$ cat config.mk
export PLATFORM = sky130hd
export DESIGN_NAME = spi_master_core_flat
export DESIGN_NICKNAME = d
export VERILOG_FILES = /design/src/rtl/spi_master_pkg.sv /design/src/rtl/spi_master_if.sv /design/src/rtl/spi_master_tick.sv /design/src/rtl/spi_master_core.sv /design/src/flat_wrapper.sv
export SDC_FILE = /design/constraint.sdc
export NUM_CORES = 1
export LEC_CHECK = 0
export BUFFER_PORTS_ARGS = -buffer_cell sky130_fd_sc_hd__buf_2
export CAP_MARGIN = 0
export CORE_ASPECT_RATIO = 0.7
export CORE_UTILIZATION = 40
export DETAILED_ROUTE_END_ITERATION = 12
export PLACE_DENSITY = 0.6
export SLEW_MARGIN = 20
export SYNTH_ARGS = -nofsm -noshare
export SYNTH_HDL_FRONTEND = slang
export SYNTH_SLANG_ARGS = --single-unit
$ cat constraint.sdc
create_clock -name clk -period 4.39 [get_ports clk]
set_input_delay 0.6585 -clock clk [delete_from_list [all_inputs] [get_ports clk]]
set_output_delay 0.6585 -clock clk [all_outputs]
set_load 0.02 [all_outputs]
$ cat src/rtl/spi_master_pkg.sv
// Shared definitions for the SPI master: register map, status/control bit
// positions, FSM state encoding and a counter-width helper.
package spi_master_pkg;

    localparam logic [2:0] ADDR_RXDATA  = 3'd0;
    localparam logic [2:0] ADDR_TXDATA  = 3'd1;
    localparam logic [2:0] ADDR_STATUS  = 3'd2;
    localparam logic [2:0] ADDR_CONTROL = 3'd3;
    localparam logic [2:0] ADDR_EOP     = 3'd6;

    localparam int ST_ROE  = 3;
    localparam int ST_TOE  = 4;
    localparam int ST_TMT  = 5;
    localparam int ST_TRDY = 6;
    localparam int ST_RRDY = 7;
    localparam int ST_E    = 8;
    localparam int ST_EOP  = 9;

    localparam int CT_IROE  = 3;
    localparam int CT_ITOE  = 4;
    localparam int CT_ITRDY = 6;
    localparam int CT_IRRDY = 7;
    localparam int CT_IE    = 8;
    localparam int CT_IEOP  = 9;
    localparam int CT_SSO   = 10;

    typedef enum logic [2:0] {
        S_IDLE,
        S_SETUP,
        S_SHIFT,
        S_HOLD,
        S_GAP
    } state_t;

    // Bits needed to hold n-1; never less than one so tiny counts still get a register.
    function automatic int clog2(input int n);
        int w;
        w = 1;
        while ((1 << w) < n) w++;
        return w;
    endfunction

endpackage

$ cat src/rtl/spi_master_if.sv
// Avalon-MM register-access bundle between the CPU fabric (master) and the
// SPI master core (slave).
interface spi_master_if;
    logic        spi_select;
    logic [2:0]  mem_addr;
    logic        read_n;
    logic        write_n;
    logic [31:0] data_from_cpu;
    logic [31:0] data_to_cpu;
    logic        irq;

    modport master (
        output spi_select, mem_addr, read_n, write_n, data_from_cpu,
        input  data_to_cpu, irq
    );

    modport slave (
        input  spi_select, mem_addr, read_n, write_n, data_from_cpu,
        output data_to_cpu, irq
    );
endinterface

$ cat src/rtl/spi_master_tick.sv
// SCLK half-period timer: down-counter that fires a one-cycle tick every
// CLK_DIV clocks and reloads on tick or while restart is held.
module spi_master_tick
    import spi_master_pkg::*;
#(
    parameter int CLK_DIV = 196
) (
    input  logic clk,
    input  logic reset_n,
    input  logic restart,
    output logic tick
);

    localparam int             CW     = clog2(CLK_DIV);
    localparam logic [CW-1:0]  RELOAD = CW'(CLK_DIV - 1);

    logic [CW-1:0] count;

    always_ff @(posedge clk or negedge reset_n) begin
        if (!reset_n) begin
            count <= RELOAD;
        end else if (restart || count == '0) begin
            count <= RELOAD;
        end else begin
            count <= count - 1'b1;
        end
    end

    assign tick = (count == '0) && !restart;

endmodule

$ cat src/rtl/spi_master_core.sv
// Avalon-MM controlled SPI master (mode 0, MSB first, single SS_n).
// Optional end-of-packet register/status enabled by SPI_MASTER_EOP_EN.
//
// state | meaning
// IDLE  | SS_n high, waiting for a word in tx_holding
// SETUP | SS_n low, MSB on MOSI, one half-period before first SCLK rise
// SHIFT | SCLK toggling; rise samples MISO, fall shifts and drives next bit
// HOLD  | SCLK low for one half-period, then publish the received word
// GAP   | SS_n high for GAP_CYCLES clocks before the next word may start
module spi_master_core
    import spi_master_pkg::*;
#(
    parameter int DATA_WIDTH = 32,
    parameter int CLK_DIV    = 196,
    parameter int GAP_CYCLES = 196
) (
    input  logic         clk,
    input  logic         reset_n,
    spi_master_if.slave  bus,
    output logic         SCLK,
    output logic         MOSI,
    input  logic         MISO,
    output logic         SS_n
);

    localparam int                BW       = clog2(DATA_WIDTH);
    localparam logic [BW-1:0]     BIT_LAST = BW'(DATA_WIDTH - 1);
    localparam int                GW       = clog2(GAP_CYCLES);
    localparam logic [GW-1:0]     GAP_LOAD = GW'(GAP_CYCLES - 1);

    localparam logic [31:0] CTRL_BASE = (32'd1 << CT_IROE) | (32'd1 << CT_ITOE) |
                                        (32'd1 << CT_ITRDY) | (32'd1 << CT_IRRDY) |
                                        (32'd1 << CT_IE) | (32'd1 << CT_SSO);
`ifdef SPI_MASTER_EOP_EN
    localparam logic [31:0] CTRL_MASK = CTRL_BASE | (32'd1 << CT_IEOP);
`else
    localparam logic [31:0] CTRL_MASK = CTRL_BASE & ~(32'd1 << CT_IEOP);
`endif

    state_t                  state;
    logic                    sclk, mosi, ss_n;
    logic [DATA_WIDTH-1:0]   shift_reg, tx_holding, rx_holding;
    logic                    rx_bit;
    logic [BW-1:0]           bit_cnt;
    logic [GW-1:0]           gap_cnt;
    logic                    trdy, rrdy, roe, toe;
    logic                    tick, tick_restart;

    logic                    strobe_d1, rx_rd_d1, irq_q;
    logic                    access, wr_en, rd_en;
    logic                    wr_tx, wr_status, wr_control, rd_rx;
    logic [31:0]             ctrl_reg, data_to_cpu_q, read_mux, status_word, rx_word;
    logic [31:0]             eop_value;
    logic                    eop;

    // Each access is held for two cycles; only the first one acts.
    assign access     = bus.spi_select & (~bus.read_n | ~bus.write_n) & ~strobe_d1;
    assign wr_en      = access & ~bus.write_n;
    assign rd_en      = access & ~bus.read_n;
    assign wr_tx      = wr_en && bus.mem_addr == ADDR_TXDATA;
    assign wr_status  = wr_en && bus.mem_addr == ADDR_STATUS;
    assign wr_control = wr_en && bus.mem_addr == ADDR_CONTROL;
    assign rd_rx      = rd_en && bus.mem_addr == ADDR_RXDATA;

    assign rx_word = 32'(rx_holding);

    always_comb begin
        status_word          = '0;
        status_word[ST_ROE]  = roe;
        status_word[ST_TOE]  = toe;
        status_word[ST_TMT]  = trdy && state == S_IDLE;
        status_word[ST_TRDY] = trdy;
        status_word[ST_RRDY] = rrdy;
        status_word[ST_E]    = roe | toe;
        status_word[ST_EOP]  = eop;
    end

    always_comb begin
        read_mux = '0;
        case (bus.mem_addr)
            ADDR_RXDATA:  read_mux = rx_word;
            ADDR_STATUS:  read_mux = status_word;
            ADDR_CONTROL: read_mux = ctrl_reg;
            ADDR_EOP:     read_mux = eop_value;
            default:      read_mux = '0;
        endcase
    end

    always_ff @(posedge clk or negedge reset_n) begin
        if (!reset_n) begin
            strobe_d1     <= 1'b0;
            rx_rd_d1      <= 1'b0;
            ctrl_reg      <= '0;
            data_to_cpu_q <= '0;
            irq_q         <= 1'b0;
        end else begin
            strobe_d1 <= access;
            rx_rd_d1  <= rd_rx;
            if (wr_control) ctrl_reg <= bus.data_from_cpu & CTRL_MASK;
            if (rd_en) data_to_cpu_q <= read_mux;
            irq_q <= |(status_word & ctrl_reg);
        end
    end

`ifdef SPI_MASTER_EOP_EN
    always_ff @(posedge clk or negedge reset_n) begin
        if (!reset_n) begin
            eop_value <= '0;
            eop       <= 1'b0;
        end else begin
            if (wr_en && bus.mem_addr == ADDR_EOP) eop_value <= bus.data_from_cpu;
            if (wr_status) eop <= 1'b0;
            if ((wr_tx && bus.data_from_cpu == eop_value) || (rd_rx && rx_word == eop_value))
                eop <= 1'b1;
        end
    end
`else
    assign eop_value = '0;
    assign eop       = 1'b0;
`endif

    // Every other state entry coincides with a tick, which reloads the timer anyway.
    assign tick_restart = (state == S_IDLE) || (state == S_GAP);

    spi_master_tick #(.CLK_DIV(CLK_DIV)) u_tick (
        .clk     (clk),
        .reset_n (reset_n),
        .restart (tick_restart),
        .tick    (tick)
    );

    always_ff @(posedge clk or negedge reset_n) begin
        if (!reset_n) begin
            state      <= S_IDLE;
            sclk       <= 1'b0;
            mosi       <= 1'b0;
            ss_n       <= 1'b1;
            shift_reg  <= '0;
            rx_bit     <= 1'b0;
            bit_cnt    <= '0;
            gap_cnt    <= '0;
            trdy       <= 1'b1;
            rrdy       <= 1'b0;
            roe        <= 1'b0;
            toe        <= 1'b0;
            tx_holding <= '0;
            rx_holding <= '0;
        end else begin
            if (wr_tx) begin
                if (trdy) begin
                    tx_holding <= bus.data_from_cpu[DATA_WIDTH-1:0];
                    trdy       <= 1'b0;
                end else begin
                    toe <= 1'b1;
                end
            end
            if (wr_status) begin
                roe  <= 1'b0;
                toe  <= 1'b0;
                rrdy <= 1'b0;
            end
            if (rx_rd_d1) rrdy <= 1'b0;

            case (state)
                S_IDLE: begin
                    if (!trdy) begin
                        shift_reg <= tx_holding;
                        mosi      <= tx_holding[DATA_WIDTH-1];
                        trdy      <= 1'b1;
                        ss_n      <= 1'b0;
                        state     <= S_SETUP;
                    end
                end
                S_SETUP: begin
                    if (tick) begin
                        sclk    <= 1'b1;
                        rx_bit  <= MISO;
                        bit_cnt <= BIT_LAST;
                        state   <= S_SHIFT;
                    end
                end
                S_SHIFT: begin
                    if (tick) begin
                        if (!sclk) begin
                            sclk   <= 1'b1;
                            rx_bit <= MISO;
                        end else begin
                            sclk      <= 1'b0;
                            shift_reg <= {shift_reg[DATA_WIDTH-2:0], rx_bit};
                            if (bit_cnt == '0) begin
                                mosi  <= 1'b0;
                                state <= S_HOLD;
                            end else begin
                                mosi    <= shift_reg[DATA_WIDTH-2];
                                bit_cnt <= bit_cnt - 1'b1;
                            end
                        end
                    end
                end
                S_HOLD: begin
                    if (tick) begin
                        // A read clearing RRDY this cycle frees the holding register.
                        if (!rrdy || rx_rd_d1) begin
                            rx_holding <= shift_reg;
                            rrdy       <= 1'b1;
                        end else begin
                            roe  <= 1'b1;
                            rrdy <= 1'b1;
                        end
                        if (ctrl_reg[CT_SSO] && !trdy) begin
                            shift_reg <= tx_holding;
                            mosi      <= tx_holding[DATA_WIDTH-1];
                            trdy      <= 1'b1;
                            state     <= S_SETUP;
                        end else begin
                            ss_n    <= 1'b1;
                            gap_cnt <= GAP_LOAD;
                            state   <= S_GAP;
                        end
                    end
                end
                S_GAP: begin
                    if (gap_cnt == '0) state <= S_IDLE;
                    else               gap_cnt <= gap_cnt - 1'b1;
                end
                default: state <= S_IDLE;
            endcase
        end
    end

    assign SCLK            = sclk;
    assign MOSI            = mosi;
    assign SS_n            = ss_n;
    assign bus.data_to_cpu = data_to_cpu_q;
    assign bus.irq         = irq_q;

endmodule

$ cat src/flat_wrapper.sv
// flat-port wrapper written by rule: the top's interface ports become plain ports
module spi_master_core_flat import spi_master_pkg::*;
#(
    parameter int DATA_WIDTH = 32,
    parameter int CLK_DIV    = 196,
    parameter int GAP_CYCLES = 196
)
  (clk, reset_n, SCLK, MOSI, MISO, SS_n, bus_spi_select, bus_mem_addr, bus_read_n, bus_write_n, bus_data_from_cpu, bus_data_to_cpu, bus_irq);
  spi_master_if bus_i ();
  input  logic clk;
  input  logic reset_n;
  output logic SCLK;
  output logic MOSI;
  input  logic MISO;
  output logic SS_n;
  input wire logic [$bits(bus_i.spi_select)-1:0] bus_spi_select;
  input wire logic [$bits(bus_i.mem_addr)-1:0] bus_mem_addr;
  input wire logic [$bits(bus_i.read_n)-1:0] bus_read_n;
  input wire logic [$bits(bus_i.write_n)-1:0] bus_write_n;
  input wire logic [$bits(bus_i.data_from_cpu)-1:0] bus_data_from_cpu;
  output wire logic [$bits(bus_i.data_to_cpu)-1:0] bus_data_to_cpu;
  output wire logic [$bits(bus_i.irq)-1:0] bus_irq;
  assign bus_i.spi_select = bus_spi_select;
  assign bus_i.mem_addr = bus_mem_addr;
  assign bus_i.read_n = bus_read_n;
  assign bus_i.write_n = bus_write_n;
  assign bus_i.data_from_cpu = bus_data_from_cpu;
  assign bus_data_to_cpu = bus_i.data_to_cpu;
  assign bus_irq = bus_i.irq;
  spi_master_core #(.DATA_WIDTH(DATA_WIDTH), .CLK_DIV(CLK_DIV), .GAP_CYCLES(GAP_CYCLES)) u_core (.clk(clk), .reset_n(reset_n), .bus(bus_i), .SCLK(SCLK), .MOSI(MOSI), .MISO(MISO), .SS_n(SS_n));
endmodule
==> flow_summary.toml <==
[placed_design]
post_dp_cell_area_um2 = 7940
dp_hpwl_mm = 10.5
gp_congestion = 0.766
numPortBuffers = 76

[critical_path]
path_buf_inv = 1
crit_path_max_fanout = 32
critPathRequiredTime_ns = 4.70
worst_ep_arrival_time_ns = 2.86
path_cells = "inv_1, ha_1, or3b_1, or2_4, nor2_4, nand2_4, mux2_4"
start_kind = "flop"
crit_family = "simple AND/OR/NAND/NOR gates"
critical_path.max_stage_delay_ns = 0.49
cp-end-kind = "flop"
worst-setup-path-type = "flop to flop"
crit_path_top_delay_cell = "or3b_1"
rrSetupSlack_ns = 1.83

[grt]
grt_pass1_vias = 4982
antenna_found_initial = 0
grt_pass1_wl_mm = 25.8
grt_max_degree = 91
grtUsageTotal = 0.178
grt_overflow = 0

[routing]
highest_layer = "met4"
postRouteWirelength_mm = 15.7
drt.antenna.violating_nets = 0
route.met3.wl_um = 778
via_per_inst = 5.12
first_pass_iters = 5
vias = 5165
post_drt_wl_per_cell_um = 15.6
route.met2.wl_mm = 6.91
drc_errors = 0
drtIter0Drc = 448
met1Wirelength_mm = 7.85

[sta]
tns_ns = 0
max_freq_ghz = 0.391
slew_viol_final = 0
hold_viol = 0
finClkSkew_ns = 0.0104
fin_crit_ns = 2.56
setup_viol = 0
finalCritPeriodShare = 0.582
rsz0062_at_grt = "no"
relSlewSlack = 0.442
tightest_slew_ns = 0.837

[die]
core_um2 = 18100
die-area_um2 = 19000
num_rows = 41
ioPinCount = 77
die_w_um = 164
initial_core_util = 0.409
die_h_um = 116

[synth]
yosysWarnings = 0
synth-edff-count = 0
async_reset_ff_frac = 1.00
synth_flop_cell = "dfrtp_1"
synth.top_cell.area_share = 0.553
synth_top_area_cell = "dfrtp_1"
syn_inst = 698
synth_area_leaders = "dfrtp_1 (55%), nand2_1 (9.4%), mux2_4 (6.1%)"
synth.most_common_cell = "nand2_1"
syn_area_per_cell_um2 = 10.6
ys_ff_latch = 169
synth_common_cells = "nand2_1 (184), dfrtp_1 (163), nor2_1 (60), a31oi_1 (36), mux2_4 (30)"
seq_area_frac_synth = 0.574
syn_nets = 744
synthesis.area_um2 = 7380
ys_types = 57

[clocking]
cts_max_level = 4
clockBufferDepth = 2
cts_resized = 0
post_cts_buffers = 0
cts_tree = "built"
clockRootBuffer = "clkbuf_16"
clock_sinks = 169
ctsHoldBuffers = 0
numCtsBuffers = 17
clk_latency_ns = 0.43
clkSlewWorstSetupHoldPaths_ns = 0.06

[worst_hold_path]
hp-class = "input port to async pin"

[power]
power_density_nw_per_um2 = 547
ir_drop_v = 0.000318
leakage_nw = 4.20

[layout]
nNetsFinal = 805
syn_to_final_growth_pct = 15.9
final_cell_area_um2 = 8550
final_core_util = 0.474
num_antenna_cells = 0
drive_above_1_share = 0.225
fillers = 1698

[outcome]
status = "finished, final reports clean"

[job]
drv_cap = 0
==> placed cells by master, fill, tap and decap left out, types with 10 or more instances in the layout <==
| cell type | netlist | final |
|---|---|---|
| a21oi_1 | 17 | 17 |
| a22o_1 | 25 | 25 |
| a31oi_1 | 36 | 36 |
| buf_2 | 9 | 75 |
| clkbuf_16 | 0 | 17 |
| dfrtp_1 | 163 | 163 |
| inv_1 | 13 | 13 |
| mux2_2 | 12 | 12 |
| mux2_4 | 30 | 30 |
| nand2_1 | 184 | 184 |
| nor2_1 | 60 | 60 |
| o21ai_0 | 13 | 13 |
| xnor2_1 | 10 | 10 |
==> area by class of cell <==
class / count / area (um^2) / share of cell area
clock inverters: 7 / 116 / 0.0136
repair buffers: 82 / 444 / 0.0519
multi-input cells: 476 / 2920 / 0.341
well taps: 236 / 295 / 0.0345
flip-flops and latches: 169 / 4240 / 0.495
inverters: 13 / 48.8 / 0.00571
clock buffers: 25 / 495 / 0.0579
==> cell families after synthesis <==
group                      after synthesis  synth area share
AOI/OAI and AO/OA                      119             0.113
adders and majority gates                5           0.00848
buffers and inverters                   53            0.0331
muxes                                   42            0.0794
and+or+nand+nor                        299             0.178
DFF                                    169             0.574
xor gates and xnor gates                11            0.0131
==> metrics by stage <==
stage	worst slack [ns]	power, W	instances	hold WS (ns)
after floorplan	2.26	0.00289	698	0.363
after global placement	1.66	0.00312	976	0.440
after detailed placement	1.62	0.00317	976	0.451
after CTS	1.60	0.00473	1008	0.294
after global routing	1.58	0.00498	1008	0.311
final	1.83	0.00468	1008	0.255
==> power by group <==
group | switching [W] | total (W) | internal (W)
Combinational | 0.000494 | 0.000880 | 0.000387
Sequential | 0.000314 | 0.00226 | 0.00195
Clock | 0.000584 | 0.00154 | 0.000955
==> worst paths after layout <==
path                                        start                         to  cells past startpoint
min in group clk            bus_data_from_cpu[30]      u_core.tx_holding[30]                      3
setup reg to reg           u_core.u_tick.count[0]      u_core.rx_holding[10]                      7
setup / recovery           u_core.u_tick.count[0]      u_core.rx_holding[10]                      7
max in group asynchronous                 reset_n     u_core.u_tick.count[1]                      2
hold / removal                            reset_n  u_core.bus.data_to_cpu[9]                      1
hold reg to reg            u_core.u_tick.count[0]     u_core.u_tick.count[0]                      1
==> per-layer routing <==
layer	track usage	vias up
met5	0	-
met4	0.0574	0
met3	0.0455	14
met2	0.262	136
met1	0.255	2501
li1	-	2514
Note: power is estimated with default switching activity, not from simulation.
